===== src/rtl/decode_scan_ctrl.sv =====
// Scan controller that steps a 4-to-16 decoder select through codes 0..15.
// Optional macro SCAN_BLANK_EN inserts a one-cycle en=0 gap on every code step.
module decode_scan_ctrl #(
   parameter int DWELL_W = 8
) (
   input  logic               clk,
   input  logic               rst,
   input  logic               start,
   input  logic               stop,
   input  logic               mode,
   input  logic [DWELL_W-1:0] dwell,
   output logic [3:0]         x,
   output logic               en,
   output logic               busy,
   output logic               done,
   output logic               wrap
);

   typedef enum logic [1:0] {
      IDLE  = 2'd0,
      SHOW  = 2'd1,
      BLANK = 2'd2
   } state_t;

   localparam logic [DWELL_W-1:0] CNT_ONE = DWELL_W'(1);

   state_t             state, state_nx;
   logic [3:0]         x_nx;
   logic               en_nx, busy_nx, done_nx, wrap_nx;
   logic [DWELL_W-1:0] cnt, cnt_nx;
   logic [DWELL_W-1:0] dwell_q, dwell_q_nx;
   logic               mode_q, mode_q_nx;
`ifdef SCAN_BLANK_EN
   // A wrap seen on the SHOW->BLANK step is reported when SHOW resumes.
   logic               wrap_pend, wrap_pend_nx;
`endif

   always_comb begin
      state_nx   = state;
      x_nx       = x;
      en_nx      = en;
      busy_nx    = busy;
      done_nx    = 1'b0;
      wrap_nx    = 1'b0;
      cnt_nx     = cnt;
      dwell_q_nx = dwell_q;
      mode_q_nx  = mode_q;
`ifdef SCAN_BLANK_EN
      wrap_pend_nx = 1'b0;
`endif
      case (state)
         IDLE: begin
            x_nx    = 4'd0;
            en_nx   = 1'b0;
            busy_nx = 1'b0;
            if (start && !stop) begin
               state_nx   = SHOW;
               en_nx      = 1'b1;
               busy_nx    = 1'b1;
               cnt_nx     = dwell;
               dwell_q_nx = dwell;
               mode_q_nx  = mode;
            end
         end
         SHOW: begin
            if (stop) begin
               state_nx = IDLE;
               x_nx     = 4'd0;
               en_nx    = 1'b0;
               busy_nx  = 1'b0;
               cnt_nx   = '0;
            end else if (cnt != '0) begin
               cnt_nx = cnt - CNT_ONE;
            end else if (x != 4'hF || mode_q) begin
               // x wraps 15 -> 0 naturally in continuous mode.
               x_nx   = x + 4'd1;
               cnt_nx = dwell_q;
`ifdef SCAN_BLANK_EN
               state_nx     = BLANK;
               en_nx        = 1'b0;
               wrap_pend_nx = (x == 4'hF);
`else
               wrap_nx = (x == 4'hF);
`endif
            end else begin
               state_nx = IDLE;
               x_nx     = 4'd0;
               en_nx    = 1'b0;
               busy_nx  = 1'b0;
               done_nx  = 1'b1;
            end
         end
         BLANK: begin
            if (stop) begin
               state_nx = IDLE;
               x_nx     = 4'd0;
               en_nx    = 1'b0;
               busy_nx  = 1'b0;
               cnt_nx   = '0;
            end else begin
               state_nx = SHOW;
               en_nx    = 1'b1;
`ifdef SCAN_BLANK_EN
               wrap_nx  = wrap_pend;
`endif
            end
         end
         default: begin
            state_nx = IDLE;
            x_nx     = 4'd0;
            en_nx    = 1'b0;
            busy_nx  = 1'b0;
            cnt_nx   = '0;
         end
      endcase
   end

   always_ff @(posedge clk) begin
      if (rst) begin
         state   <= IDLE;
         x       <= 4'd0;
         en      <= 1'b0;
         busy    <= 1'b0;
         done    <= 1'b0;
         wrap    <= 1'b0;
         cnt     <= '0;
         dwell_q <= '0;
         mode_q  <= 1'b0;
`ifdef SCAN_BLANK_EN
         wrap_pend <= 1'b0;
`endif
      end else begin
         state   <= state_nx;
         x       <= x_nx;
         en      <= en_nx;
         busy    <= busy_nx;
         done    <= done_nx;
         wrap    <= wrap_nx;
         cnt     <= cnt_nx;
         dwell_q <= dwell_q_nx;
         mode_q  <= mode_q_nx;
`ifdef SCAN_BLANK_EN
         wrap_pend <= wrap_pend_nx;
`endif
      end
   end

endmodule


===== config.mk =====
export PLATFORM = sky130hd
export DESIGN_NAME = decode_scan_ctrl
export DESIGN_NICKNAME = d
export VERILOG_FILES = /design/src/rtl/decode_scan_ctrl.sv
export SDC_FILE = /design/constraint.sdc
export NUM_CORES = 1
export LEC_CHECK = 0
export BUFFER_PORTS_ARGS = -buffer_cell sky130_fd_sc_hd__buf_2
export CAP_MARGIN = 5
export CORE_ASPECT_RATIO = 1.2
export CORE_MARGIN = 2
export CORE_UTILIZATION = 55
export DETAILED_ROUTE_END_ITERATION = 6
export GPL_TIMING_DRIVEN = 0
export HOLD_SLACK_MARGIN = 0.02
export PLACE_DENSITY = 0.87
export REMOVE_ABC_BUFFERS = 1
export SYNTH_ARGS = -nofsm -noshare
export SYNTH_HDL_FRONTEND = slang
export SYNTH_SLANG_ARGS = --single-unit

===== constraint.sdc =====
create_clock -name clk -period 2.54 [get_ports clk]
set_input_delay 0.635 -clock clk [delete_from_list [all_inputs] [get_ports clk]]
set_output_delay 0.635 -clock clk [all_outputs]
set_load 0.02 [all_outputs]

After elaboration in Yosys (flattened, before gate mapping)
Cells that the tools add are included.

operators by class
  add/sub/neg operators = 2
  eq/ne operators = 9
  muxes and demuxes = 26
  bitwise logic cells = 2
  reductions and logical operators = 13

operators by type and width
  cell                                              count
  two-way mux 8 bit                                 5
  one-hot mux 8 bit (3 select lines)                1
  two-way mux 4 bit                                 4
  AND reduction 3 bit                               3
  two-way mux 1 bit                                 8
  two-way mux 2 bit                                 4
  inequality test 4 bit, second input constant      2
  one-hot mux 4 bit (2 select lines)                1
  nonzero test 8 bit                                1
  subtractor 8 x 1 -> 8 bit, second input constant  1
  inequality test 3 bit, second input constant      2
  one-hot mux 1 bit (3 select lines)                2
  one-hot mux 2 bit (3 select lines)                1
  AND reduction 2 bit                               3
  OR reduction 5 bit                                1
  adder 4 x 1 -> 4 bit, second input constant       1
  == test 4 bit, second input constant              1
  inequality test 2 bit, second input constant      2
  OR reduction 4 bit                                1
  == test 2 x 1 -> 1 bit, second input constant     1
  == test 2 bit, second input constant              1
  logical NOT 2 bit                                 1
  NOT 1 bit                                         2
  logical AND 1 bit                                 1
  2 further kinds                                   2

word-level totals
  register bits = 27
  input bits = 13
  output and inout bits = 8
  logic and storage cells = 61

Logic depth before layout (Yosys ltp)
  depth in word-level cells = 6
  gate-level depth with buffers = 7
  mapped depth without buffers = 6

Worst setup path before layout
Ideal clock, no wire load.

  path type = reg-to-reg
  from = register cnt[0]
  to = register cnt[3]
  setup time = 86 ps
  data arrival time = 1750 ps
  data required time = 2454 ps
  path slack = 705 ps
  cell stages (with the launch flop) = 8
  path buffers = 1
  period minus slack after synthesis = 1835 ps
  path through = dfxtp_1 -> inv_1 -> ha_1 -> or4b_1 -> buf_4 -> o41ai_4 -> o21ai_1 -> a211oi_1

between the ends
  word-level cells in the longest chain between the ends = 4
  elaborated cells on any way between the ends = 7
  classes of those cells = add/sub (1); eq/ne (1); mux (3); reduce/logical (2)

ends and longest elaborated chain
  item                                                             RTL line  source
  start: declaration                                               30        logic [DWELL_W-1:0] cnt, cnt_nx;
  start signal: assignment                                         139       cnt <= cnt_nx;
  subtractor 8 x 1 -> 8 bit or nonzero test 8 bit (tied branches)  73, 72
  two-way mux 8 bit                                                72        end else if (cnt != '0) begin
  two-way mux 8 bit                                                66        if (stop) begin
  one-hot mux 8 bit (3 select lines)                               51        case (state)

Parallel ways exist; a longest one is shown, timed or not.
A chain may end at the register's enable or synchronous reset.

Worst setup path after layout
  from = register cnt[0]
  to = register cnt[7]

Same word-level chain as after synthesis.

==> results.md <==
| Parameter | Reported |
| --- | --- |
| Most frequent cell after synthesis | sky130_fd_sc_hd__dfxtp_1 |
| Worst reg2reg setup slack | 0.29 ns |
| Detailed-routing iteration count for the pre-antenna-repair pass | 5 |
| Via count of the first global-routing pass | 1213 |
| Port Buffers | 20 |
| HPWL after detailed placement | 2220 µm |
| Post-CTS Setup Repair Bufs | 0 |
| NetSw | 0.271 mW |
| Worst-Margin Slew | 0.732 ns |
| Width of the chip | 48.6 µm |
| Floorplan row count | 19 |
| Static leakage power | 0.520 nW |
| Final hold violation count | 0 |
| FMAX | 445 MHz |
| Via count normalized by instance count | 6.22 |
| Depth of the most critical reg-to-reg path | 6 |
| Number of sinks driven by the clock tree | 25 |
| Post-route non-filler standard cell count | 204 |
| Largest clock skew in the final design | 0.00310 ns |
| Hold buffer count at cts | 0 |
| Series of cell instances along the critical path | inv_1, ha_1, or4b_1, o41ai_4, o21ai_1, a211oi_1 |
| Peak ir drop on the vdd network | 0.432 mV |
| Depth of the CTS H-tree | 1 |
| Hold depth | 2 |
| Post-route standard cell area excluding fillers | 1430 µm² |
| N_diodes | 0 |
| Layout-stage area growth over the synthesis result | 8.86% |
| Total Routed Length | 3110 µm |
| Fraction of synthesis flops using an asynchronous set or reset pin | 0% |
| Number of antenna violations at the first check in global routing | 0 |
| Pwr/cell area | 574 nW/µm² |
| Ys flop type | sky130_fd_sc_hd__dfxtp_1 |
| Area share of the leading cell type in the synthesized netlist | 38.1% |
| Number of instances in the synthesized netlist | 158 |
| Final cycle utilization of the critical path | 88.5% |
| Layout cell share with drive strength beyond 1 | 16.8% |
| CTS-repair resized insts | 0 |
| Main area contributors after synthesis | sky130_fd_sc_hd__dfxtp_1 38%, sky130_fd_sc_hd__a21oi_1 8.0%, sky130_fd_sc_hd__nand2_1 5.4% |
| Final total negative setup slack | 0 ns |
| Comb pwr share | 23.6% |
| Number of flops mapped to enable cells by yosys | 0 |
| Largest delay share family, worst path | compound AO/OA/AOI/OAI gates |
| Cell at the root of the clock tree | sky130_fd_sc_hd__clkbuf_4 |
| Standard cell core area | 2280 µm² |
| Number of max-slew violations in the final report | 0 |
| Total number of yosys warnings | 0 |
| Chip height | 57.5 µm |
| Min-delay src | dwell_q[5] |
| Post-Synthesis Mean Instance Area | 8.31 µm² |
| Cell area reported after detailed placement | 1400 µm² |
| Slowest CP cell | sky130_fd_sc_hd__or4b_1 |
| Insertion delay of the later-clocked pin in the worst-skew pair | 0.33 ns |
| Tightest Hold Check Type | register to register |
| Int Pwr | 0.549 mW |
| Max capacitance violation total | 0 |
| Cts bufs inserted | 3 |
| DRC violation total after the first TritonRoute iteration | 56 |
| Maximum number of pins on one net before global-route repair | 18 |
| Clock share of power | 22.7% |
| Final routed DRC violation total | 0 |
| Unrepaired setup endpoints after global routing | false |
| Data arrival time of the critical path | 2.50 ns |
| Sequential cell fraction of total power | 53.7% |
| Clk buf depth | 2 |
| Outcome | finished, final reports clean |
| Net count, final | 189 |
| Beginning of the worst register-to-register path | cnt[0] |
| Aggregate global routing overflow | 0 |
| Number of endpoints failing setup at the final stage | 0 |
| Number of placed cells counting well taps | 200 |
| Startpoint Class | register |
| Remaining number of nets flagged by the antenna check after routing | 0 |
| Starting utilization of the core area | 57.6% |
| Endpoint, Worst Hold | dwell_q[5] |
| Worst path required time | 2.79 ns |
| Number of top-level pins | 21 |
| Routed len/inst | 15.2 µm |
| Post-synthesis instance area | 1310 µm² |
| Crit path buffers/inverters | 1 |
| End of the worst register-to-register path | cnt[7] |
| Utilization of the core after routing | 62.7% |
| Die outline area | 2800 µm² |
| Sequential share of the synthesized area | 38.1% |
| Sw frac | 33.1% |
| Seq cells post-synth | 25 |
| Max Fanout on Critical Path | 7 |
| Clock tree from TritonCTS | done |
| Slew headroom | 51.0% |
| Overall track demand over capacity in global routing | 24.5% |
| Top cell type by total area after synthesis | sky130_fd_sc_hd__dfxtp_1 |
| Wire length of the first global-routing pass | 5240 µm |
| Final Wtd Congestion | 0.902 |
| Clock slew at reported path FFs | 0.14 ns |
| Clock period minus worst slack | 2.25 ns |
| Delay contributed by the slowest stage of the critical path | 0.68 ns |
| Post-synth cell types | 47 |
| Commonest cells in the netlist | 25 x sky130_fd_sc_hd__dfxtp_1, 21 x sky130_fd_sc_hd__a21oi_1, 19 x sky130_fd_sc_hd__nand2_1 |
| Category of the most critical setup path | register to register |
| Power after layout | 0.820 mW |
| Crit end category | register |
| Via count | 1269 |
## per-stage QoR
step                      setup slack [ns]  hold WS [ns]
final                                0.292         0.467
after global routing                 0.170         0.492
after CTS                            0.302         0.472
after detailed placement             0.335         0.454
after global placement               0.443         0.443
after floorplan                      0.649         0.425
## registers in the layout (all words and copies together) (netlist names)
| name | cells |
|---|---|
| en | 1 |
| done | 1 |
| cnt | 8 |
| x | 4 |
| state | 1 |
| wrap | 1 |
| dwell_q | 8 |
| mode_q | 1 |
## cells in the final DEF, fill, tap and decap left out, types with 2 or more instances in the layout
| master | count |
|---|---|
| sky130_fd_sc_hd__nand4_1 | 2 |
| sky130_fd_sc_hd__xnor2_1 | 2 |
| sky130_fd_sc_hd__nor2_1 | 10 |
| sky130_fd_sc_hd__nand2_1 | 19 |
| sky130_fd_sc_hd__nor3b_1 | 2 |
| sky130_fd_sc_hd__nand3_1 | 5 |
| sky130_fd_sc_hd__a211oi_1 | 4 |
| sky130_fd_sc_hd__nor4_1 | 4 |
| sky130_fd_sc_hd__clkbuf_4 | 3 |
| sky130_fd_sc_hd__ha_1 | 2 |
| sky130_fd_sc_hd__a21oi_1 | 21 |
| sky130_fd_sc_hd__nor3_1 | 8 |
| sky130_fd_sc_hd__inv_1 | 2 |
| sky130_fd_sc_hd__o21ai_0 | 3 |
| sky130_fd_sc_hd__nand2b_1 | 5 |
| sky130_fd_sc_hd__o21ai_1 | 6 |
| sky130_fd_sc_hd__xor2_1 | 2 |
| sky130_fd_sc_hd__dfxtp_1 | 25 |
| sky130_fd_sc_hd__or3_1 | 2 |
| sky130_fd_sc_hd__buf_2 | 20 |
## per-layer routing
metal	wire, µm	up-vias	global-route usage (%)
met5	0	-	0
met2	1490	64	43.1
met1	1260	577	26.4
li1	-	616	-
met3	218	12	4.19
met4	139	0	18.4
## power by group through the flow
stage          clock [mW]  sequential, mW  combinational [mW]
2_1_floorplan           0           0.444               0.139
3_3_place_gp            0           0.447               0.182
3_5_place_dp            0           0.448               0.190
4_1_cts             0.189           0.440               0.191
5_1_grt             0.204           0.444               0.213
6_report            0.186           0.441               0.193
## worst max-delay path by stage
stage,start,depth (start not counted),end,slack (ns)
after floorplan,cnt[0],6,cnt[3],0.65
after global placement,cnt[0],6,cnt[7],0.44
after detailed placement,cnt[0],6,cnt[7],0.33
after CTS,cnt[0],6,cnt[7],0.30
after global routing,cnt[0],6,cnt[3],0.17
final,cnt[0],6,cnt[7],0.29
## tightest hold or removal path, stage by stage, from the launching register on
cell,delay (ns)
sky130_fd_sc_hd__dfxtp_1,0.33
sky130_fd_sc_hd__nand2_1,0.05
sky130_fd_sc_hd__a21oi_1,0.05
## final cells by class
class	count	area, µm²
fillers	230	852
multi-input cells	122	757
flip-flops and latches	25	500
repair buffers	20	100
well taps	31	38.8
clock buffers	4	26.3
inverters	2	7.51
## cell families (layout without fill, tap and decap cells)
kind of cell	after synthesis	in the layout	synth area share, %
adders and majority gates	2	2	1.90
xor gates and xnor gates	4	4	2.67
buffers and inverters	11	26	4.29
muxes	1	1	0.762
DFF	25	25	38.1
and+or+nand+nor	66	66	27.1
AOI/OAI and AO/OA	49	49	25.1
No activity file was read; power rests on OpenSTA's default activity.
